[src/rtl/lsu_byte_sequencer.sv]
// Load/store byte sequencer: splits LB/LH/LW/SB/SH/SW into single-byte memory accesses.
// Optional MISALIGN_TRAP_EN: misaligned half/word requests respond at once with resp_err.
module lsu_byte_sequencer #(
  parameter int ADDR_WIDTH = 13,
  parameter int XLEN       = 32
) (
  input  logic                  clk,
  input  logic                  reset,
  input  logic                  req_valid,
  output logic                  req_ready,
  input  logic                  req_we,
  input  logic [1:0]            req_size,
  input  logic                  req_unsigned,
  input  logic [XLEN-1:0]       req_addr,
  input  logic [XLEN-1:0]       req_wdata,
  output logic                  resp_valid,
  output logic [XLEN-1:0]       resp_rdata,
  output logic                  resp_err,
  output logic [ADDR_WIDTH-1:0] mem_address,
  output logic [7:0]            mem_data_in,
  output logic                  mem_rden,
  output logic                  mem_wren,
  input  logic [7:0]            mem_data_out
);

  typedef enum logic [1:0] {
    IDLE   = 2'd0,
    ACCESS = 2'd1,
    RESP   = 2'd2
  } state_t;

  state_t                  state;
  state_t                  state_n;
  logic                    we_q;
  logic                    uns_q;
  logic [1:0]              last_idx;
  logic [ADDR_WIDTH-1:0]   addr_q;
  logic [XLEN-1:0]         wdata_q;
  logic [1:0]              idx;
  logic [XLEN-1:0]         lanes;
  logic [XLEN-1:0]         cur;
  logic [XLEN-1:0]         ext;
  logic [XLEN-1:0]         rdata_q;
  logic                    err_q;
  logic                    mis_req;
  logic                    last;
  logic [1:0]              req_last;
  logic                    unused_ok;

  assign unused_ok = ^req_addr[XLEN-1:ADDR_WIDTH];

`ifdef MISALIGN_TRAP_EN
  assign mis_req = (req_size == 2'b01 && req_addr[0]) ||
                   (req_size[1] && req_addr[1:0] != 2'b00);
`else
  assign mis_req = 1'b0;
`endif

  // Index of the final byte lane for the incoming request size.
  always_comb begin
    req_last = 2'd3;
    unique case (req_size)
      2'b00:   req_last = 2'd0;
      2'b01:   req_last = 2'd1;
      default: req_last = 2'd3;
    endcase
  end

  assign last = (idx == last_idx);

  // Load lanes with the byte arriving this cycle merged in.
  always_comb begin
    cur = lanes;
    unique case (idx)
      2'd0: cur[7:0]   = mem_data_out;
      2'd1: cur[15:8]  = mem_data_out;
      2'd2: cur[23:16] = mem_data_out;
      2'd3: cur[31:24] = mem_data_out;
      default: cur = lanes;
    endcase
  end

  // Sign/zero extension of the assembled load.
  always_comb begin
    ext = cur;
    unique case (last_idx)
      2'd0: ext = uns_q ? {{(XLEN-8){1'b0}}, cur[7:0]}
                        : {{(XLEN-8){cur[7]}}, cur[7:0]};
      2'd1: ext = uns_q ? {{(XLEN-16){1'b0}}, cur[15:0]}
                        : {{(XLEN-16){cur[15]}}, cur[15:0]};
      default: ext = cur;
    endcase
  end

  // Next-state logic: IDLE -> ACCESS -> RESP -> IDLE, trap skips ACCESS.
  always_comb begin
    state_n = state;
    unique case (state)
      IDLE:    if (req_valid) state_n = mis_req ? RESP : ACCESS;
      ACCESS:  if (last) state_n = RESP;
      RESP:    state_n = IDLE;
      default: state_n = IDLE;
    endcase
  end

  // State, latched request and response registers.
  always_ff @(posedge clk or posedge reset) begin
    if (reset) begin
      state    <= IDLE;
      we_q     <= 1'b0;
      uns_q    <= 1'b0;
      last_idx <= 2'd0;
      addr_q   <= '0;
      wdata_q  <= '0;
      idx      <= 2'd0;
      lanes    <= '0;
      rdata_q  <= '0;
      err_q    <= 1'b0;
    end else begin
      state <= state_n;
      unique case (state)
        IDLE: begin
          if (req_valid) begin
            we_q     <= req_we;
            uns_q    <= req_unsigned;
            last_idx <= req_last;
            addr_q   <= req_addr[ADDR_WIDTH-1:0];
            wdata_q  <= req_wdata;
            idx      <= 2'd0;
            lanes    <= '0;
            if (mis_req) begin
              rdata_q <= '0;
              err_q   <= 1'b1;
            end
          end
        end
        ACCESS: begin
          idx <= idx + 2'd1;
          if (!we_q) lanes <= cur;
          if (last) begin
            rdata_q <= we_q ? '0 : ext;
            err_q   <= 1'b0;
          end
        end
        default: ;
      endcase
    end
  end

  // Memory side decoded only from registered state.
  always_comb begin
    mem_data_in = wdata_q[7:0];
    unique case (idx)
      2'd0: mem_data_in = wdata_q[7:0];
      2'd1: mem_data_in = wdata_q[15:8];
      2'd2: mem_data_in = wdata_q[23:16];
      2'd3: mem_data_in = wdata_q[31:24];
      default: mem_data_in = wdata_q[7:0];
    endcase
  end

  assign mem_address = addr_q + ADDR_WIDTH'(idx);
  assign mem_wren    = (state == ACCESS) && we_q;
  assign mem_rden    = (state == ACCESS) && !we_q;
  assign req_ready   = (state == IDLE);
  assign resp_valid  = (state == RESP);
  assign resp_rdata  = rdata_q;
  assign resp_err    = err_q;

endmodule
[config.mk]
export PLATFORM = sky130hd
export DESIGN_NAME = lsu_byte_sequencer
export DESIGN_NICKNAME = d
export VERILOG_FILES = /design/src/rtl/lsu_byte_sequencer.sv
export SDC_FILE = /design/constraint.sdc
export NUM_CORES = 1
export LEC_CHECK = 0
export ABC_AREA = 1
export BUFFER_PORTS_ARGS = -buffer_cell sky130_fd_sc_hd__buf_2
export CAP_MARGIN = 20
export CORE_ASPECT_RATIO = 0.75
export CORE_MARGIN = 5
export CORE_UTILIZATION = 50
export CTS_CLUSTER_SIZE = 30
export DETAILED_ROUTE_END_ITERATION = 16
export PLACE_DENSITY = 0.75
export SETUP_SLACK_MARGIN = 0.1
export SLEW_MARGIN = 20
export SYNTH_ARGS = -nofsm -noshare
export SYNTH_HDL_FRONTEND = slang
export SYNTH_SLANG_ARGS = --single-unit
[constraint.sdc]
create_clock -name clk -period 5 [get_ports clk]
set_input_delay 1.5 -clock clk [delete_from_list [all_inputs] [get_ports clk]]
set_output_delay 1.5 -clock clk [all_outputs]
set_load 0.01 [all_outputs]
==> impl_metrics.py <==
metrics = {
    "sta": {
        "max_slew.worst_pin.slew_ns": 0.9282,
        "final_critical_path_setup_slack_ns": 1.071,
        "setup_total_negative_slack_ns": 0,
        "post-route-min-period_ns": 3.929,
        "final-hold-violation-count": 0,
        "max_slew_violation_total_from_the_final_report": 0,
        "grt_setup_unrepaired": "false",
        "final.setup_skew_ns": 0.01074,
        "fmax_ghz": 0.2545,
        "setup-violations-final": 0,
        "slew_headroom": 0.3812,
        "min_period_over_period": 0.7859,
    },
    "synthesis": {
        "synth_enable_flop_cells": 0,
        "syn-cell-area_mm2": 0.005602,
        "netlist-cell-type-count": 31,
        "dominant_synthesized_flop_cell": "sky130_fd_sc_hd__dfrtp_1",
        "synthCells": 715,
        "synth.net_count": 801,
        "netlist.top_cell.by_area": "sky130_fd_sc_hd__dfrtp_1",
        "synth.avg_cell_area_um2": 7.834,
        "yosys-top-cells-count": "317 x sky130_fd_sc_hd__nand2_1, 117 x sky130_fd_sc_hd__dfrtp_1, 77 x sky130_fd_sc_hd__o21ai_0, 57 x sky130_fd_sc_hd__inv_1, 49 x sky130_fd_sc_hd__nor2_1",
        "ys_seq_elements": 117,
        "ys_seq_area_frac": 0.5227,
        "synth_area_leaders": "sky130_fd_sc_hd__dfrtp_1 52%, sky130_fd_sc_hd__nand2_1 21%, sky130_fd_sc_hd__o21ai_0 6.9%, sky130_fd_sc_hd__inv_1 3.8%, sky130_fd_sc_hd__nor2_1 3.3%",
        "cell_with_the_most_instances_after_synthesis": "sky130_fd_sc_hd__nand2_1",
        "fraction_of_post_synthesis_cell_area_in_the_top_cell_type_by_area": 0.5227,
        "ys_async_sr_fraction": 1.000,
        "ys.warnings.count": 0,
    },
    "drt": {
        "drt-vias-per-instance": 5.061,
        "ant_nets": 0,
        "vias": 4904,
        "routed_wirelength_um": 13870,
        "drcViolationCount": 0,
        "detail_route.first_pass.iterations": 5,
        "dr.first_iter.drc_count": 243,
        "detail_route.wl_per_cell_um": 14.32,
    },
    "clock_tree": {
        "post_cts_resize_count": 0,
        "cts_made_buffers": 17,
        "cts.clk_slew.worst_paths_ns": 0.05,
        "clock_latency_ns": 0.41,
        "clock_tree_from_tritoncts": "yes",
        "clock_sink_count": 117,
        "hold_fix_buffers_cts": 0,
        "htreeDepth": 4,
        "clk_root_buffer_cell": "sky130_fd_sc_hd__clkbuf_16",
        "post_cts_buffers": 0,
        "cts.path.max_buffers": 2,
    },
    "critical_path": {
        "timing.critical_path.depth": 6,
        "crit_arrival_ns": 2.43,
        "startpoint_class": "flop",
        "max_stage_delay_ns": 0.49,
        "worstPathCellList": "inv_1 -> ha_1 -> inv_1 -> nor2_1 -> a31oi_1 -> buf_2",
        "worstPathMaxFanout": 22,
        "worst-r2r-cell-count": 9,
        "regToRegStartpoint": "idx[1]",
        "timing.critical_path.buf_inv": 3,
        "kind_of_critical_path": "flop to primary output",
        "last_element_of_the_critical_path": "mem_data_in[4]",
        "regToRegSetupSlack_ns": 2.69,
        "rr_endpoint": "resp_rdata[28]",
        "worst_setup_path_startpoint": "idx[1]",
        "cp_top_family": "buffers and inverters",
        "crit_path_end_kind": "primary output",
        "critical_path_required_ns": 3.50,
        "cp_common_cell": "sky130_fd_sc_hd__inv_1",
        "critPathSlowestCell": "sky130_fd_sc_hd__ha_1",
    },
    "floorplan": {
        "floorplan.rows": 33,
        "num_io_pins": 137,
        "core_region_area_mm2": 0.01094,
        "die_h_um": 101.7,
        "die_area_mm2": 0.01344,
        "die_x_um": 132.2,
        "start_util": 0.5119,
    },
    "power_and_ir_drop": {
        "power.density_mw_per_mm2": 694.8,
        "vdd_ir_drop_max_mv": 0.3202,
        "power.leakage_uw": 0.003678,
    },
    "grt": {
        "grt_usage": 0.2165,
        "grt_antenna_before_repair": 0,
        "grt_start_max_net_pins": 76,
        "wire_length_of_the_first_global_routing_pass_um": 23500,
        "globalRouteOverflowTotal": 0,
        "first_global_vias": 4984,
    },
    "outcome": {
        "status": "finished clean",
    },
    "finish": {
        "diodes": 0,
        "postLayoutCoreUtil": 0.6207,
        "final_net_count": 906,
        "layout-drive-gt1-share": 0.1918,
        "number_of_standard_cells_in_the_layout_taps_in_and_fillers_out": 969,
        "areaGrowthSynthToFinish_pct": 21.24,
    },
    "min_path": {
        "class_of_the_worst_hold_path": "flop to flop",
    },
    "placement": {
        "hpwl_detailed_um": 9192,
        "place_inst": 941,
        "place.port_buffers": 116,
        "gpl.final_weighted_congestion": 0.8475,
        "place_ws_ns": 1.510,
    },
    "job": {
        "drv.max_cap_violation_count": 0,
    },
}
-- stage by stage --
step | cell area [um2] | power (uW) | hold slack, ns
global placement | 6187 | 3410 | 0.4630
CTS | 6784 | 4738 | 0.4741
global route | 6792 | 5101 | 0.4956
finish | 6792 | 4719 | 0.4673
floorplan | 5602 | 2934 | 0.4491
detailed placement | 6187 | 3478 | 0.4596
-- flip-flops by register name, indices dropped and copies added (netlist names) --
signal	count
idx	2
state	2
lanes	32
uns_q	1
we_q	1
wdata_q	32
addr_q	13
last_idx	2
resp_rdata	32
-- kinds of logic after synthesis --
group,count (synthesis),synth area share
other,1,0.0006694
adder cells (fa/ha/maj),7,0.01698
AO/OA/AOI/OAI,104,0.09716
AND/OR/NAND/NOR,384,0.2734
flip-flops,117,0.5227
XOR/XNOR,9,0.01407
buffers and inverters,93,0.07505
-- where the power goes --
group	total (uW)	switching, uW	internal (uW)
logic	1950	1310	633
clock network	1230	397	837
registers	1540	211	1330
total	4720	1920	2800
-- layout by cell type, fill, tap and decap left out, types with 3 or more instances in the layout --
cell type,n
sky130_fd_sc_hd__xor2_1,6
sky130_fd_sc_hd__buf_4,3
sky130_fd_sc_hd__clkbuf_8,5
sky130_fd_sc_hd__bufinv_16,3
sky130_fd_sc_hd__ha_1,6
sky130_fd_sc_hd__dfrtp_1,117
sky130_fd_sc_hd__nand3_1,6
sky130_fd_sc_hd__xnor2_1,3
sky130_fd_sc_hd__clkbuf_16,17
sky130_fd_sc_hd__a31oi_1,8
sky130_fd_sc_hd__inv_1,56
sky130_fd_sc_hd__nand2_1,317
sky130_fd_sc_hd__inv_2,3
sky130_fd_sc_hd__o22ai_1,8
sky130_fd_sc_hd__buf_2,116
sky130_fd_sc_hd__a21oi_1,8
sky130_fd_sc_hd__o21ai_0,77
sky130_fd_sc_hd__nor2_1,49
-- how the worst min path moves through the flow --
stage	start	endpoint	slack, ns	cells after the start
after CTS	resp_rdata[23]	resp_rdata[23]	0.47	2
after global routing	resp_rdata[23]	resp_rdata[23]	0.50	2
final	resp_rdata[23]	resp_rdata[23]	0.47	2
after global placement	resp_rdata[13]	resp_rdata[13]	0.46	2
after detailed placement	resp_rdata[23]	resp_rdata[23]	0.46	2
after floorplan	wdata_q[24]	wdata_q[24]	0.45	2
-- worst reg2reg max path, stage by stage (launching register included) --
cell and delay, ns:
sky130_fd_sc_hd__dfrtp_1 0.43, sky130_fd_sc_hd__inv_1 0.19, sky130_fd_sc_hd__ha_1 0.78, sky130_fd_sc_hd__inv_1 0.10, sky130_fd_sc_hd__nand2_1 0.09, sky130_fd_sc_hd__nand2_1 0.09
sky130_fd_sc_hd__nand2_1 0.11, sky130_fd_sc_hd__nand3_4 0.19, sky130_fd_sc_hd__nand2_1 0.15, sky130_fd_sc_hd__nand2_1 0.06
-- per-layer routing --
layer	GRT usage	routed length, um	vias to the layer above
met5	0	0	-
met4	0.08059	299	0
met3	0.06604	821	27
met2	0.3481	6387	164
met1	0.2810	6365	2286
li1	-	-	2427
-- final cells by class --
cell class | count | area, um2
flip-flops and latches | 117 | 2928
repair buffers | 119 | 603.1
well taps | 140 | 175.2
clock inverters | 4 | 95.09
multi-input cells | 505 | 2261
fillers | 972 | 4150
clock buffers | 24 | 501.7
inverters | 60 | 227.7
No activity file was read; power rests on OpenSTA's default activity.
